`src/rtl/instr_encoder.sv`:
```
// Instruction encoder / program-memory writer: packs commands into 13-bit words,
// stores them from address 0 upward and always closes the program with a halt.
module instr_encoder #(
  parameter int ADDR_W = 6
) (
  input  logic              clk,
  input  logic              rst,
  input  logic              cmd_valid,
  output logic              cmd_ready,
  input  logic [1:0]        cmd_op,
  input  logic [3:0]        cmd_valve,
  input  logic              cmd_set,
  input  logic [5:0]        cmd_delay,
  input  logic [2:0]        cmd_unit,
  input  logic              cmd_debug,
  input  logic              rewind,
  output logic              mem_we,
  output logic [ADDR_W-1:0] mem_addr,
  output logic [12:0]       mem_wdata,
  output logic [ADDR_W:0]   prog_len,
  output logic              prog_done,
  output logic              overflow,
  output logic              err_illegal,
  output logic              dbg_state
);

  // Handshake: a command transfers in any cycle where cmd_valid && cmd_ready.
  // cmd_ready never looks at cmd_valid; the sender holds the command stable
  // until it transfers.

  typedef enum logic {
    ST_FILL = 1'b0,
    ST_DONE = 1'b1
  } state_t;

  localparam logic [1:0]      OP_SET    = 2'd0;
  localparam logic [1:0]      OP_DELAY  = 2'd1;
  localparam logic [1:0]      OP_HALT   = 2'd2;
  localparam logic [12:0]     HALT_WORD = 13'h0C00;
  localparam logic [ADDR_W:0] PTR_LAST  = {1'b0, {ADDR_W{1'b1}}};
  localparam logic [ADDR_W:0] PTR_FULL  = {1'b1, {ADDR_W{1'b0}}};
  localparam logic [ADDR_W:0] PTR_ONE   = {{ADDR_W{1'b0}}, 1'b1};

  state_t            r_state;
  state_t            w_state_nxt;
  logic [ADDR_W:0]   r_wr_ptr;
  logic              r_mem_we;
  logic [ADDR_W-1:0] r_mem_addr;
  logic [12:0]       r_mem_wdata;
  logic              r_ovf;
  logic              r_err;

  logic              w_ready;
  logic              w_accept;
  logic              w_last;
  logic              w_write;
  logic              w_force_halt;
  logic              w_illegal;
  logic [12:0]       w_word;
  logic [12:0]       w_set_word;
  logic [12:0]       w_delay_word;

  assign w_set_word   = {3'b001, cmd_valve, 4'b0000, cmd_set, 1'b0};
  assign w_delay_word = {3'b010, cmd_delay, cmd_unit, cmd_debug};

  always_ff @(posedge clk) begin
    if (rst) r_state <= ST_FILL;
    else     r_state <= w_state_nxt;
  end

  // The last slot is reserved for a halt: a set/delay landing there is
  // replaced by a forced halt so the program counter can never run off the end.
  always_comb begin
    w_state_nxt  = r_state;
    w_write      = 1'b0;
    w_force_halt = 1'b0;
    w_illegal    = 1'b0;
    w_word       = 13'h0000;
    w_ready      = (r_state == ST_FILL) && !rewind && !rst;
    w_accept     = cmd_valid && w_ready;
    w_last       = (r_wr_ptr == PTR_LAST);
    if (rewind) begin
      w_state_nxt = ST_FILL;
    end else if (w_accept) begin
      case (cmd_op)
        OP_SET, OP_DELAY: begin
          w_write = 1'b1;
          if (w_last) begin
            w_word       = HALT_WORD;
            w_force_halt = 1'b1;
            w_state_nxt  = ST_DONE;
          end else begin
            w_word = (cmd_op == OP_SET) ? w_set_word : w_delay_word;
          end
        end
        OP_HALT: begin
          w_write     = 1'b1;
          w_word      = HALT_WORD;
          w_state_nxt = ST_DONE;
        end
        default: w_illegal = 1'b1;
      endcase
    end
  end

  always_ff @(posedge clk) begin
    if (rst) begin
      r_wr_ptr    <= '0;
      r_mem_we    <= 1'b0;
      r_mem_addr  <= '0;
      r_mem_wdata <= 13'h0000;
      r_ovf       <= 1'b0;
      r_err       <= 1'b0;
    end else begin
      r_mem_we <= w_write;
      r_err    <= w_illegal;
      if (w_write) begin
        r_mem_addr  <= r_wr_ptr[ADDR_W-1:0];
        r_mem_wdata <= w_word;
      end
      // The output write registered last cycle still completes during rewind.
      if (rewind) begin
        r_wr_ptr <= '0;
        r_ovf    <= 1'b0;
      end else begin
        if (w_write && (r_wr_ptr != PTR_FULL)) r_wr_ptr <= r_wr_ptr + PTR_ONE;
        if (w_force_halt) r_ovf <= 1'b1;
      end
    end
  end

  assign cmd_ready   = w_ready;
  assign mem_we      = r_mem_we;
  assign mem_addr    = r_mem_addr;
  assign mem_wdata   = r_mem_wdata;
  assign prog_len    = r_wr_ptr;
  assign prog_done   = (r_state == ST_DONE);
  assign overflow    = r_ovf;
  assign err_illegal = r_err;
  assign dbg_state   = (r_state == ST_DONE);

endmodule

```
`config.mk`:
```
export PLATFORM = sky130hd
export DESIGN_NAME = instr_encoder
export DESIGN_NICKNAME = d
export VERILOG_FILES = /design/src/rtl/instr_encoder.sv
export SDC_FILE = /design/constraint.sdc
export NUM_CORES = 1
export LEC_CHECK = 0
export ABC_AREA = 1
export CAP_MARGIN = 0
export CORE_AREA = 4 4 69 71
export CTS_BUF_LIST = sky130_fd_sc_hd__clkbuf_8
export DETAILED_ROUTE_END_ITERATION = 7
export DIE_AREA = 0 0 73 75
export GPL_TIMING_DRIVEN = 1
export PLACE_DENSITY = 0.69
export SYNTH_ARGS = -nofsm -noshare
export SYNTH_HDL_FRONTEND = slang
export SYNTH_SLANG_ARGS = --single-unit
```
`constraint.sdc`:
```
create_clock -name clk -period 1.85 [get_ports clk]
set_input_delay 0.37 -clock clk [delete_from_list [all_inputs] [get_ports clk]]
set_output_delay 0.37 -clock clk [all_outputs]
set_load 0.005 [all_outputs]
```
==> summary.txt <==
Synth
  • Mapped cell area: 1330 sq um
  • Post-Synth XOR/XNOR Area: 0.660%
  • Syn Inst Count: 188
  • Net Count, Synth: 211
  • Yosys Warn Count: 0
  • Adder-cell share of the synthesized area: 1.89%
  • FF+latch count, synth: 29
  • Seq/Total Area, Yosys: 43.7%
  • Mux contribution to synthesized area: 0%
  • Synth Area in Simple Gates: 32.8%
  • Cell variety after synth: 20
  • Main combinational cell family by area after synthesis: simple AND/OR/NAND/NOR gates
  • Compound-gate portion of the synthesized area: 12.8%
  • Syn avg cell area: 7.06 sq um

Placement
  • DP HPWL: 2750 um
  • I/O Buffers: 51
  • Placed cells: 296
  • Routability cong.: 0.770

Worst setup path
  • Crit. End Element: output port
  • Arr. time, crit path: 1.36 ns
  • CP max FO: 5
  • Crit Path Category: flip-flop to output port
  • CP startpoint kind: flip-flop
  • Worst EP required: 1.48 ns

Final layout
  • Post-layout util: 48.6%
  • Layout cell share with drive strength beyond 1: 8.73%
  • Layout area overhead: 55.1%
  • Post-Layout Cell Count: 304
  • Layout Nets: 274
  • Fillers: 435
  • Antenna cells: 0

STA
  • Setup TNS: 0 ns
  • RSZ-0062 raised after global routing: no
  • Fmax: 0.577 GHz
  • Final Hold Viols: 0
  • Worst Skew: 0.00622 ns
  • Final Cycle Share: 93.8%
  • Minimum clock period: 1.73 ns
  • Final setup vio count: 0
  • Slew Limit Fails: 0

Clock tree
  • CTS clk-pin slew, worst paths: 0.06 ns
  • H-Tree Depth: 2
  • Clock buffer depth: 2
  • CTS Hold Bufs: 0
  • Num CTS Buffers: 5
  • Post-CTS setup buffer count: 0
  • Resize count post-CTS: 2
  • Clk sinks: 29
  • TritonCTS clock tree: yes
  • Clock Latency Late Sink: 0.28 ns
  • CTS root buf: clkbuf_8

Floorplan
  • Core footprint: 4230 sq um
  • Initial Utilization: 31.4%
  • Number of placement rows: 24
  • Die height: 75 um
  • Die width: 73 um
  • I/O pin cnt: 53
  • Die area: 5480 sq um

Power
  • Cell Pwr Density: 711 nW/um^2
  • Peak supply drop: 314 uV
  • Leak: 0.830 nW

Drt
  • TritonRoute pass-1 iters: 5
  • Initial DRC Count: 39
  • Final WL: 3660 um
  • Antenna-violating nets left: 0
  • Number of remaining DRC errors: 0
  • Routed length per placed instance: 12.0 um
  • Vias per inst: 4.59
  • DR vias: 1396

Outcome
  • Status: finished, final reports clean

Global routing
  • Vias in the first global route: 1312
  • Overflow after GRT: 0
  • Largest net degree at the start of global routing: 16
  • Initial antenna violation count: 0
  • Gr usage total: 14.1%
  • First-pass GRT wire length: 6000 um

Hold path
  • HP Class: flip-flop to flip-flop

Flow run
  • MaxCap Viol Count: 0
==> layer usage <==
| layer | global-route usage [%] | vias up | part of all wire [%] |
|---|---|---|---|
| li1 | - | 731 | - |
| met1 | 17.7 | 615 | 45 |
| met3 | 4.81 | 7 | 7.1 |
| met5 | 0 | - | 0 |
| met2 | 23.0 | 43 | 46 |
| met4 | 4.30 | 0 | 1.1 |
==> cells in the mapped netlist <==
cell type,number,area [sq um]
buf_2,2,10.0
nor2_1,17,63.8
clkbuf_1,1,3.75
buf_6,1,11.3
o21ai_0,13,65.1
nand2_1,58,218
buf_4,3,22.5
conb_1,1,3.75
dfxtp_1,29,581
a21oi_1,21,105
xor2_1,1,8.76
inv_1,14,52.6
ha_1,2,25.0
nor3_1,1,5.00
nand3_1,15,75.1
nand4_1,3,18.8
nor2_4,2,22.5
clkinv_1,1,3.75
nand3b_1,2,15.0
nand3_4,1,17.5
==> logic make-up after synthesis <==
group,after synthesis
AO/OA/AOI/OAI,34
XOR/XNOR,1
adder cells (fa/ha/maj),2
buffers and inverters,22
flip-flops,29
other,1
AND/OR/NAND/NOR,99
==> power by group <==
part	internal [W]	total [W]	switching [W]	leakage [nW]
logic	0.0000876	0.000157	0.0000690	0.533
registers	0.000637	0.000644	0.00000672	0.235
clock network	0.000433	0.000663	0.000230	0.0626
==> cell usage in the layout, fill, tap and decap left out <==
cell type / Yosys / final
inv_1: 14 / 15
nand3_4: 1 / 1
nand3_1: 15 / 15
clkbuf_8: 0 / 6
dlygate4sd2_1: 0 / 2
nand3b_1: 2 / 2
nor2_4: 2 / 2
xor2_1: 1 / 1
conb_1: 1 / 1
o21ai_0: 13 / 13
nand4_1: 3 / 3
buf_4: 3 / 12
clkinv_1: 1 / 1
nand2_1: 58 / 58
bufinv_16: 0 / 1
nor2_1: 17 / 17
dfxtp_1: 29 / 29
clkdlybuf4s50_1: 0 / 49
nor3_1: 1 / 1
ha_1: 2 / 2
a21oi_1: 21 / 21
==> layout make-up <==
| cell class | instances | area (sq um) | share of cell area, % |
|---|---|---|---|
| Timing Repair Buffer | 63 | 598 | 29.0 |
| Tap cell | 52 | 65.1 | 3.16 |
| Sequential cell | 29 | 581 | 28.2 |
| Inverter | 15 | 56.3 | 2.73 |
| Clock inverter | 2 | 33.8 | 1.64 |
| Multi-Input combinational cell | 137 | 643 | 31.2 |
| Clock buffer | 6 | 82.6 | 4.01 |
==> state kept, by name, indices dropped and copies added, names as in the netlist <==
name	cells
mem_wdata	12
prog_len	7
mem_addr	6
dbg_state	1
err_illegal	1
mem_we	1
overflow	1
==> path summary, 6_finish.rpt <==
path	cells past startpoint	endpoint	slack (ns)	from
max reg2reg	8	prog_len[0]$_SDFFE_PP0P_	0.27	prog_len[1]$_SDFFE_PP0P_
max	2	prog_len[0]	0.12	prog_len[0]$_SDFFE_PP0P_
min	2	overflow$_SDFFE_PP0P_	0.46	overflow$_SDFFE_PP0P_
min reg2reg	2	overflow$_SDFFE_PP0P_	0.46	overflow$_SDFFE_PP0P_
==> critical path, cell delays in order, from the launching register on <==
cell,delay (ns)
dfxtp_1,0.42
buf_4,0.17
clkdlybuf4s50_1,0.51
==> through the flow <==
| stage | cell area (sq um) | worst slack, ns | total power (W) | hold slack, ns |
|---|---|---|---|---|
| global route | 2060 | 0.0301 | 0.00153 | 0.467 |
| CTS | 2060 | 0.105 | 0.00148 | 0.460 |
| detailed placement | 1950 | -0.0867 | 0.000815 | 0.451 |
| floorplan | 1330 | 0.457 | 0.000716 | 0.439 |
| global placement | 1950 | -0.0752 | 0.000814 | 0.439 |
| finish | 2060 | 0.116 | 0.00146 | 0.458 |
(Power assumes the default switching activity.)
